File: config.mk
export PLATFORM = sky130hd
export DESIGN_NAME = uart_rx_fifo_gen
export DESIGN_NICKNAME = d
export VERILOG_FILES = /design/src/rtl/uart_rx_fifo_gen.sv
export SDC_FILE = /design/constraint.sdc
export NUM_CORES = 1
export LEC_CHECK = 0
export ABC_CLOCK_PERIOD_IN_PS = 7800
export CAP_MARGIN = 10
export CORE_UTILIZATION = 50
export CTS_CLUSTER_DIAMETER = 50
export DETAILED_ROUTE_END_ITERATION = 8
export PLACE_DENSITY = 0.73
export SETUP_SLACK_MARGIN = 0.4
export SYNTH_ARGS = -nofsm -noshare
export SYNTH_HDL_FRONTEND = slang
export SYNTH_SLANG_ARGS = --single-unit
File: constraint.sdc
create_clock -name clk -period 7.8 [get_ports clk]
set_input_delay 1.17 -clock clk [delete_from_list [all_inputs] [get_ports clk]]
set_output_delay 1.17 -clock clk [all_outputs]
set_load 0.005 [all_outputs]
File: src/rtl/uart_rx_fifo_gen.sv
// ============================================================================
// Module   : uart_rx_fifo_gen
// Brief    : Oversampling UART receiver with majority vote, configurable frame
//            format, break detection and a show-ahead RX FIFO with flags.
// Revision : 1.0 - initial release
// ============================================================================
`timescale 1ns/1ps
`default_nettype none

module uart_rx_fifo_gen #(
    parameter int DATA_BITS  = 8,
    parameter int OVERSAMPLE = 16,
    parameter int DEPTH      = 8,
    parameter int DIV_W      = 16,
    parameter int RTS_MARGIN = 2
) (
    input  logic                   clk,
    input  logic                   nReset,
    input  logic                   rx,
    input  logic [DIV_W-1:0]       divisor,
    input  logic [1:0]             parity_mode,
    input  logic                   two_stop,
    input  logic                   clear,
    input  logic                   rd_en,
    output logic [DATA_BITS+1:0]   rd_data,
    output logic                   rd_valid,
    output logic [$clog2(DEPTH):0] count,
    output logic                   rts,
    output logic                   overrun,
    output logic                   break_det,
    output logic                   busy
);

    localparam int C_AW  = $clog2(DEPTH);
    localparam int C_CW  = C_AW + 1;
    localparam int C_SW  = $clog2(OVERSAMPLE);
    localparam int C_BW  = $clog2(DATA_BITS);
    localparam int C_EW  = DATA_BITS + 2;
    localparam int C_MID = OVERSAMPLE / 2;

    localparam logic [C_SW-1:0] C_SAMP_LO   = C_SW'(C_MID - 1);
    localparam logic [C_SW-1:0] C_SAMP_MID  = C_SW'(C_MID);
    localparam logic [C_SW-1:0] C_SAMP_HI   = C_SW'(C_MID + 1);
    localparam logic [C_SW-1:0] C_SAMP_LAST = C_SW'(OVERSAMPLE - 1);
    localparam logic [C_BW-1:0] C_LAST_BIT  = C_BW'(DATA_BITS - 1);
    localparam logic [C_CW-1:0] C_FULL      = C_CW'(DEPTH);
    localparam logic [C_CW-1:0] C_RTS_LVL   = C_CW'(DEPTH - RTS_MARGIN);

    typedef enum logic [2:0] {
        S_IDLE     = 3'd0,
        S_START    = 3'd1,
        S_DATA     = 3'd2,
        S_PARITY   = 3'd3,
        S_STOP1    = 3'd4,
        S_STOP2    = 3'd5,
        S_BRK_WAIT = 3'd6
    } state_t;

    state_t                state_q, state_d;
    logic                  sync1_q, sync2_q, rx_prev_q;
    logic [DIV_W-1:0]      div_q, div_d;
    logic [DIV_W-1:0]      tick_cnt_q, tick_cnt_d;
    logic [C_SW-1:0]       samp_q, samp_d;
    logic [C_BW-1:0]       bit_idx_q, bit_idx_d;
    logic [DATA_BITS-1:0]  shift_q, shift_d;
    logic [1:0]            maj_q, maj_d;
    logic [1:0]            par_q, par_d;
    logic                  two_q, two_d;
    logic                  pbit_q, pbit_d;
    logic                  perr_q, perr_d;
    logic                  ferr_q, ferr_d;
    logic                  push_q, push_d;
    logic [C_EW-1:0]       push_data_q, push_data_d;
    logic                  brk_q, brk_d;

    logic [C_EW-1:0]       mem_q [DEPTH];
    logic [C_AW-1:0]       wr_ptr_q, rd_ptr_q;
    logic [C_CW-1:0]       count_q;
    logic                  overrun_q;

    logic                  w_rx, w_fall, w_tick, w_vote, w_decide, w_bit_end;
    logic                  w_par_en, w_parity, w_pop, w_full, w_push;
    logic [DIV_W-1:0]      w_div_eff;

    always_ff @(posedge clk or negedge nReset) begin
        if (!nReset) begin
            sync1_q   <= 1'b1;
            sync2_q   <= 1'b1;
            rx_prev_q <= 1'b1;
        end else begin
            sync1_q   <= rx;
            sync2_q   <= sync1_q;
            rx_prev_q <= sync2_q;
        end
    end

    assign w_rx      = sync2_q;
    assign w_fall    = rx_prev_q & ~sync2_q;
    assign w_tick    = (tick_cnt_q == '0);
    assign w_vote    = (maj_q[0] & maj_q[1]) | (maj_q[0] & w_rx) | (maj_q[1] & w_rx);
    assign w_decide  = w_tick && (samp_q == C_SAMP_HI);
    assign w_bit_end = w_tick && (samp_q == C_SAMP_LAST);
    assign w_par_en  = (par_q == 2'b01) || (par_q == 2'b10);
    assign w_parity  = (^shift_q) ^ w_vote;
    assign w_div_eff = (divisor == '0) ? DIV_W'(1) : divisor;

    always_ff @(posedge clk or negedge nReset) begin
        if (!nReset) begin
            state_q     <= S_IDLE;
            div_q       <= DIV_W'(1);
            tick_cnt_q  <= '0;
            samp_q      <= '0;
            bit_idx_q   <= '0;
            shift_q     <= '0;
            maj_q       <= 2'b11;
            par_q       <= 2'b00;
            two_q       <= 1'b0;
            pbit_q      <= 1'b0;
            perr_q      <= 1'b0;
            ferr_q      <= 1'b0;
            push_q      <= 1'b0;
            push_data_q <= '0;
            brk_q       <= 1'b0;
        end else begin
            state_q     <= state_d;
            div_q       <= div_d;
            tick_cnt_q  <= tick_cnt_d;
            samp_q      <= samp_d;
            bit_idx_q   <= bit_idx_d;
            shift_q     <= shift_d;
            maj_q       <= maj_d;
            par_q       <= par_d;
            two_q       <= two_d;
            pbit_q      <= pbit_d;
            perr_q      <= perr_d;
            ferr_q      <= ferr_d;
            push_q      <= push_d;
            push_data_q <= push_data_d;
            brk_q       <= brk_d;
        end
    end

    always_comb begin
        state_d     = state_q;
        div_d       = div_q;
        tick_cnt_d  = tick_cnt_q;
        samp_d      = samp_q;
        bit_idx_d   = bit_idx_q;
        shift_d     = shift_q;
        maj_d       = maj_q;
        par_d       = par_q;
        two_d       = two_q;
        pbit_d      = pbit_q;
        perr_d      = perr_q;
        ferr_d      = ferr_q;
        push_d      = 1'b0;
        push_data_d = push_data_q;
        brk_d       = 1'b0;

        // Tick and sample bookkeeping runs only while a frame is being timed.
        if (state_q != S_IDLE && state_q != S_BRK_WAIT) begin
            tick_cnt_d = w_tick ? (div_q - DIV_W'(1)) : (tick_cnt_q - DIV_W'(1));
            if (w_tick) begin
                samp_d = w_bit_end ? '0 : (samp_q + C_SW'(1));
                if (samp_q == C_SAMP_LO)  maj_d[0] = w_rx;
                if (samp_q == C_SAMP_MID) maj_d[1] = w_rx;
            end
        end

        case (state_q)
            S_IDLE: begin
                if (w_fall) begin
                    state_d    = S_START;
                    div_d      = w_div_eff;
                    tick_cnt_d = w_div_eff - DIV_W'(1);
                    samp_d     = '0;
                    bit_idx_d  = '0;
                    par_d      = parity_mode;
                    two_d      = two_stop;
                    pbit_d     = 1'b0;
                    perr_d     = 1'b0;
                    ferr_d     = 1'b0;
                end
            end
            S_START: begin
                if (w_decide && w_vote) state_d = S_IDLE;
                else if (w_bit_end)     state_d = S_DATA;
            end
            S_DATA: begin
                if (w_decide) shift_d = {w_vote, shift_q[DATA_BITS-1:1]};
                if (w_bit_end) begin
                    if (bit_idx_q == C_LAST_BIT) begin
                        bit_idx_d = '0;
                        state_d   = w_par_en ? S_PARITY : S_STOP1;
                    end else begin
                        bit_idx_d = bit_idx_q + C_BW'(1);
                    end
                end
            end
            S_PARITY: begin
                if (w_decide) begin
                    pbit_d = w_vote;
                    perr_d = (par_q == 2'b01) ? w_parity : ~w_parity;
                end
                if (w_bit_end) state_d = S_STOP1;
            end
            S_STOP1: begin
                if (w_decide) begin
                    if ((shift_q == '0) && !(w_par_en && pbit_q) && !w_vote) begin
                        brk_d   = 1'b1;
                        state_d = S_BRK_WAIT;
                    end else begin
                        ferr_d = ~w_vote;
                        if (!two_q) begin
                            push_d      = 1'b1;
                            push_data_d = {perr_q, ~w_vote, shift_q};
                            state_d     = S_IDLE;
                        end
                    end
                end else if (w_bit_end) begin
                    state_d = S_STOP2;
                end
            end
            S_STOP2: begin
                if (w_decide) begin
                    push_d      = 1'b1;
                    push_data_d = {perr_q, ferr_q | ~w_vote, shift_q};
                    state_d     = S_IDLE;
                end
            end
            S_BRK_WAIT: begin
                if (w_rx) state_d = S_IDLE;
            end
            default: state_d = S_IDLE;
        endcase

        if (clear) begin
            state_d = S_IDLE;
            push_d  = 1'b0;
            brk_d   = 1'b0;
        end
    end

    // A full FIFO still accepts a push when the head is popped in the same cycle.
    assign w_pop  = rd_en && (count_q != '0);
    assign w_full = (count_q == C_FULL);
    assign w_push = push_q && (!w_full || w_pop);

    always_ff @(posedge clk) begin
        if (w_push && !clear) mem_q[wr_ptr_q] <= push_data_q;
    end

    always_ff @(posedge clk or negedge nReset) begin
        if (!nReset) begin
            wr_ptr_q  <= '0;
            rd_ptr_q  <= '0;
            count_q   <= '0;
            overrun_q <= 1'b0;
        end else if (clear) begin
            wr_ptr_q  <= '0;
            rd_ptr_q  <= '0;
            count_q   <= '0;
            overrun_q <= 1'b0;
        end else begin
            if (w_push) wr_ptr_q <= wr_ptr_q + C_AW'(1);
            if (w_pop)  rd_ptr_q <= rd_ptr_q + C_AW'(1);
            if (w_push && !w_pop)      count_q <= count_q + C_CW'(1);
            else if (!w_push && w_pop) count_q <= count_q - C_CW'(1);
            if (push_q && !w_push) overrun_q <= 1'b1;
        end
    end

    assign rd_valid  = (count_q != '0);
    assign rd_data   = rd_valid ? mem_q[rd_ptr_q] : '0;
    assign count     = count_q;
    assign rts       = (count_q >= C_RTS_LVL);
    assign overrun   = overrun_q;
    assign break_det = brk_q;
    assign busy      = (state_q != S_IDLE);

endmodule

`default_nettype wire

# Yosys cells after proc, flatten, opt, wreduce, memory -nomap -nowiden
# Memories as Yosys holds them, arrays and structs flattened.
# Cells that the tools add are included.
# word_totals
ramBits	80
register_bits	84
out_inout_bits	19
memories	1
# op_classes
n_lt_le_gt_ge	1
n_eq_ne	31
addsub	9
mux	65
reduce_logical	45
bitwise_logic	11
# mem_list
name	depth	word_bits	read_ports	rd_ports_with_merged_regs	wr	line_no	rtl
mem_q	8	10	1	0	1	76	logic [C_EW-1:0] mem_q [DEPTH];
# op_table
cell	count
$mux 16	5
$mux 3	21
$mux 10	5
$sub 16x1->16 const B	3
$logic_not 16->1	2
$mux 4	8
$ne 3x3->1 const B	7
$pmux 3 s7	1
$pmux 10 s2	1
$mux 1	19
$eq 4x4->1 const B	4
$ne 2x2->1 const B	7
$reduce_bool 2->1	7
$logic_and 1x1->1	13
$eq 3x3->1 const B	4
$reduce_and 3->1	4
$add 3x1->3 const B	3
$reduce_and 9->1	1
$add 4x1->4 const B	2
$logic_not 8->1	1
$ne 4x4->1 const B	2
$pmux 1 s2	4
$reduce_xor 8->1	1
$eq 3x2->1 const B	2
other kinds (20)	35

# Depth between registers and ports, before layout
# logic_depth
depth_word	10
depth_mapped	12
mapped_depth_nobuf	11

# Worst setup path after synthesis
# OpenSTA, ideal clock, no wires.
# synth_timing
path_type	in2reg
start	input port divisor[9]
end	register tick_cnt_q[12]
path_slack_ps	4585
path_buffers	1
cell_stages	11
t_required_ps	7676
arrival_time_ps	3091
cell_sequence	or3_1 -> nor2_1 -> a31oi_1 -> ha_1 -> or3b_2 -> clkbuf_1 -> nor3_1 -> nand2_1 -> xor2_1 -> o21ai_0 -> a211o_1
# synth_via
elab_chain_len	5
# synth_rtl
element	line_no	rtl
start, declared	20	input logic [DIV_W-1:0] divisor,
$logic_not 16->1	105	assign w_div_eff = (divisor == '0) ? DIV_W'(1) : divisor;
$mux 16 *	105	
$sub 16x1->16 *	175	tick_cnt_d = w_div_eff - DIV_W'(1);
$mux 16 *	172	if (w_fall) begin
$mux 16 *	170	case (state_q)
via tick_cnt_d[12]	62	logic [DIV_W-1:0] tick_cnt_q, tick_cnt_d;
end signal, assigned	127	tick_cnt_q <= tick_cnt_d;
end, declared	62	
# The timed path passes the listed nets; every way through them passes the cells marked *.
# A chain may end at the register's enable or synchronous reset.

# Final worst setup path
# layout_timing
start	register count_q[1], in the netlist count[1]
end	output port rd_valid
# layout_via
elab_chain_len	1
# layout_rtl
element	line_no	rtl
start, declared	78	logic [C_CW-1:0] count_q;
start signal, assigned	267	if (w_push && !w_pop) count_q <= count_q + C_CW'(1);
start signal, assigned	268	else if (!w_push && w_pop) count_q <= count_q - C_CW'(1);
$reduce_bool 4->1	273	assign rd_valid = (count_q != '0);
end, declared	26	output logic rd_valid,
# Every way passes these cells.

==> results_dict.tcl <==
set metrics [dict create \
    p_clk_frac 0.296 \
    critPathLaunch "count[1]$_DFFE_PN0P_" \
    peakVddDrop_mv 0.169 \
    wl_per_cell_um 17.3 \
    io_pins 43 \
    syn-num-nets 721 \
    switching_power_mw 0.927 \
    grt_max_degree 85 \
    coreArea_um2 15300 \
    period_minus_slack_ps 3810 \
    synth_edf_count 80 \
    rsz0062_at_grt "no" \
    cts_resized 0 \
    gp_congestion 0.825 \
    internal-power_mw 1.90 \
    ff2ff_setup_slack_ps 4230 \
    clock.fmax_mhz 262 \
    worstSetupEndpointType "output port" \
    worst_pin_slew_ps 1130 \
    ys_async_sr_fraction 0.512 \
    p_seq_frac 0.409 \
    r2r-end "tick_cnt_q[10]$_DFF_PN0_" \
    drt-pass1-iter-count 5 \
    synth_top_area_frac 0.303 \
    r2r_start "tick_cnt_q[0]$_DFF_PN0_" \
    ant_nets 0 \
    dpl.hpwl_mm 11.0 \
    clkTransAtPathRegs_ps 60 \
    grt_pass1_vias 5508 \
    area_growth_pct 15.4 \
    worstSetupEndpoint "rd_valid" \
    hp-class "flop to flop" \
    cts_root_buf "clkbuf_16" \
    skew_ps 10.6 \
    relSlewSlack 0.237 \
    fillerInstances 1258 \
    nNetsFinal 759 \
    htree_levels 4 \
    finalSetupViolations 0 \
    synthCells 680 \
    rows 45 \
    cellPowerDensity_nw_per_um2 309 \
    vias_per_cell 5.78 \
    synth-main-ff-cell "edfxtp_1" \
    antenna_found_initial 0 \
    clockBufferDepth 2 \
    drv_slew 0 \
    clock_sinks 164 \
    drt_iter0_markers 370 \
    worstRegToRegCells 11 \
    combPwrFrac 0.295 \
    initial_core_util 0.517 \
    power.leakage_nw 3.69 \
    yosysTopAreaCell "edfxtp_1" \
    hold_viol 0 \
    synth.distinct_cells 66 \
    drv_cap 0 \
    port_buffers 42 \
    die_y_um 128 \
    grt_pass1_wl_mm 27.4 \
    yosysSeqAreaShare 0.569 \
    timing.final.crit_share 0.489 \
    ctsHoldBuffers 0 \
    worst_setup_path_start_kind "flop" \
    vias 5443 \
    drive_above_1_share 0.122 \
    drcViolationCount 0 \
    yosysMostFrequentCell "nand2_1" \
    cts_made_buffers 17 \
    netlist_area_um2 7930 \
    crit_type "flop to output port" \
    grt.total_usage 0.217 \
    tns_ps 0 \
    wirelength_mm 16.3 \
    switching_share 0.328 \
    die_w_um 128 \
    outcome "finished, final reports clean" \
    postCtsSetupBuffers 0 \
    crit_fanout 11 \
    power.total_mw 2.83 \
    synth_seq_cells 164 \
    tritoncts "built" \
    synth_area_leaders "edfxtp_1 (30%), dfrtp_1 (25%), mux4_2 (5.7%), nand2_1 (4.3%), nor2_1 (3.1%)" \
    arrival_ps 2640 \
    clock_latency_ps 430 \
    synth.avg_cell_area_um2 11.7 \
    crit_required_ps 6630 \
    diodes 0 \
    ys_warn_count 0 \
    grt_overflow 0 \
    synthTopCellsByCount "nand2_1 (90), edfxtp_1 (80), dfrtp_1 (78), nor2_1 (66)" \
    die_area_um2 16400 \
]
[routing by layer]
metal / vias to the layer above / global-route usage / share of wire
li1: 2562 / - / -
met2: 141 / 0.372 / 0.51
met1: 2709 / 0.269 / 0.44
met5: - / 0 / 0
met4: 0 / 0.0837 / 0.019
met3: 31 / 0.0484 / 0.032
[final cells by class]
| type | count | area [um^2] | share of cell area |
|---|---|---|---|
| Multi-Input combinational cell | 467 | 3230 | 0.353 |
| Tap cell | 211 | 264 | 0.0289 |
| Sequential cell | 164 | 4510 | 0.493 |
| Clock buffer | 17 | 425 | 0.0465 |
| Clock inverter | 15 | 175 | 0.0192 |
| Inverter | 21 | 78.8 | 0.00862 |
| Timing Repair Buffer | 47 | 455 | 0.0498 |
[critical path, cell delays in order, from the launching register on]
cell	delay, ps
dfrtp_1	460
nor4_2	1000
inv_1	240
clkdlybuf4s50_1	520
[cell usage in the layout (no fill, tap or decap), types with 16 or more instances in the layout]
cell type / instances
nor2_1: 65
nand2_1: 90
dfrtp_1: 78
ha_1: 16
nand3_1: 16
clkdlybuf4s50_1: 41
edfxtp_1: 80
inv_1: 21
clkbuf_16: 17
a21oi_1: 33
o21ai_0: 33
mux4_2: 20
xor2_1: 22
[logic make-up (layout without fill, tap and decap cells)]
| family | Yosys count | in the layout | synth area share |
|---|---|---|---|
| flip-flops | 164 | 164 | 0.569 |
| AO/OA/AOI/OAI | 126 | 126 | 0.102 |
| buffers and inverters | 49 | 100 | 0.0240 |
| adder cells (fa/ha/maj) | 17 | 17 | 0.0278 |
| multiplexers | 46 | 46 | 0.0916 |
| AND/OR/NAND/NOR | 248 | 248 | 0.153 |
| XOR/XNOR | 30 | 30 | 0.0332 |
[power groups by stage]
stage | logic (mW) | clock network (mW) | registers [mW]
3_3_place_gp | 0.814 | 0 | 1.16
3_5_place_dp | 0.837 | 0 | 1.17
6_report | 0.835 | 0.835 | 1.16
2_1_floorplan | 0.568 | 0 | 1.11
4_1_cts | 0.841 | 0.852 | 1.15
5_1_grt | 0.927 | 0.886 | 1.17
[how the worst min path moves through the flow]
| stage | from | slack, ps | depth (start not counted) | endpoint |
|---|---|---|---|---|
| after floorplan | sync1_q$_DFF_PN1_ | 350 | 0 | sync2_q$_DFF_PN1_ |
| after global placement | sync1_q$_DFF_PN1_ | 350 | 0 | sync2_q$_DFF_PN1_ |
| after detailed placement | sync1_q$_DFF_PN1_ | 350 | 0 | sync2_q$_DFF_PN1_ |
| after CTS | sync1_q$_DFF_PN1_ | 350 | 0 | sync2_q$_DFF_PN1_ |
| after global routing | sync1_q$_DFF_PN1_ | 360 | 0 | sync2_q$_DFF_PN1_ |
| final | sync1_q$_DFF_PN1_ | 360 | 0 | sync2_q$_DFF_PN1_ |
[registers in the layout (all words and copies together), names as in the netlist, 2 cells and up]
| signal | cells |
|---|---|
| maj_q | 2 |
| samp_q | 4 |
| bit_idx_q | 3 |
| state_q | 3 |
| tick_cnt_q | 16 |
| div_q | 16 |
| push_data_q | 10 |
| mem_q | 80 |
| rd_ptr_q | 3 |
| count | 4 |
| shift_q | 8 |
| par_q | 2 |
| wr_ptr_q | 3 |
[per-stage QoR]
| stage | std cells | hold slack, ps | instance area (um^2) | utilization | setup slack [ps] |
|---|---|---|---|---|---|
| final | 942 | 355 | 9140 | 0.597 | 3990 |
| after floorplan | 680 | 345 | 7930 | - | 4590 |
| after global routing | 942 | 361 | 9140 | 0.597 | 3770 |
| after detailed placement | 910 | 351 | 8540 | 0.558 | 3590 |
| after global placement | 910 | 349 | 8540 | 0.558 | 3720 |
| after CTS | 942 | 353 | 9140 | 0.597 | 3890 |
(Power assumes the default switching activity.)
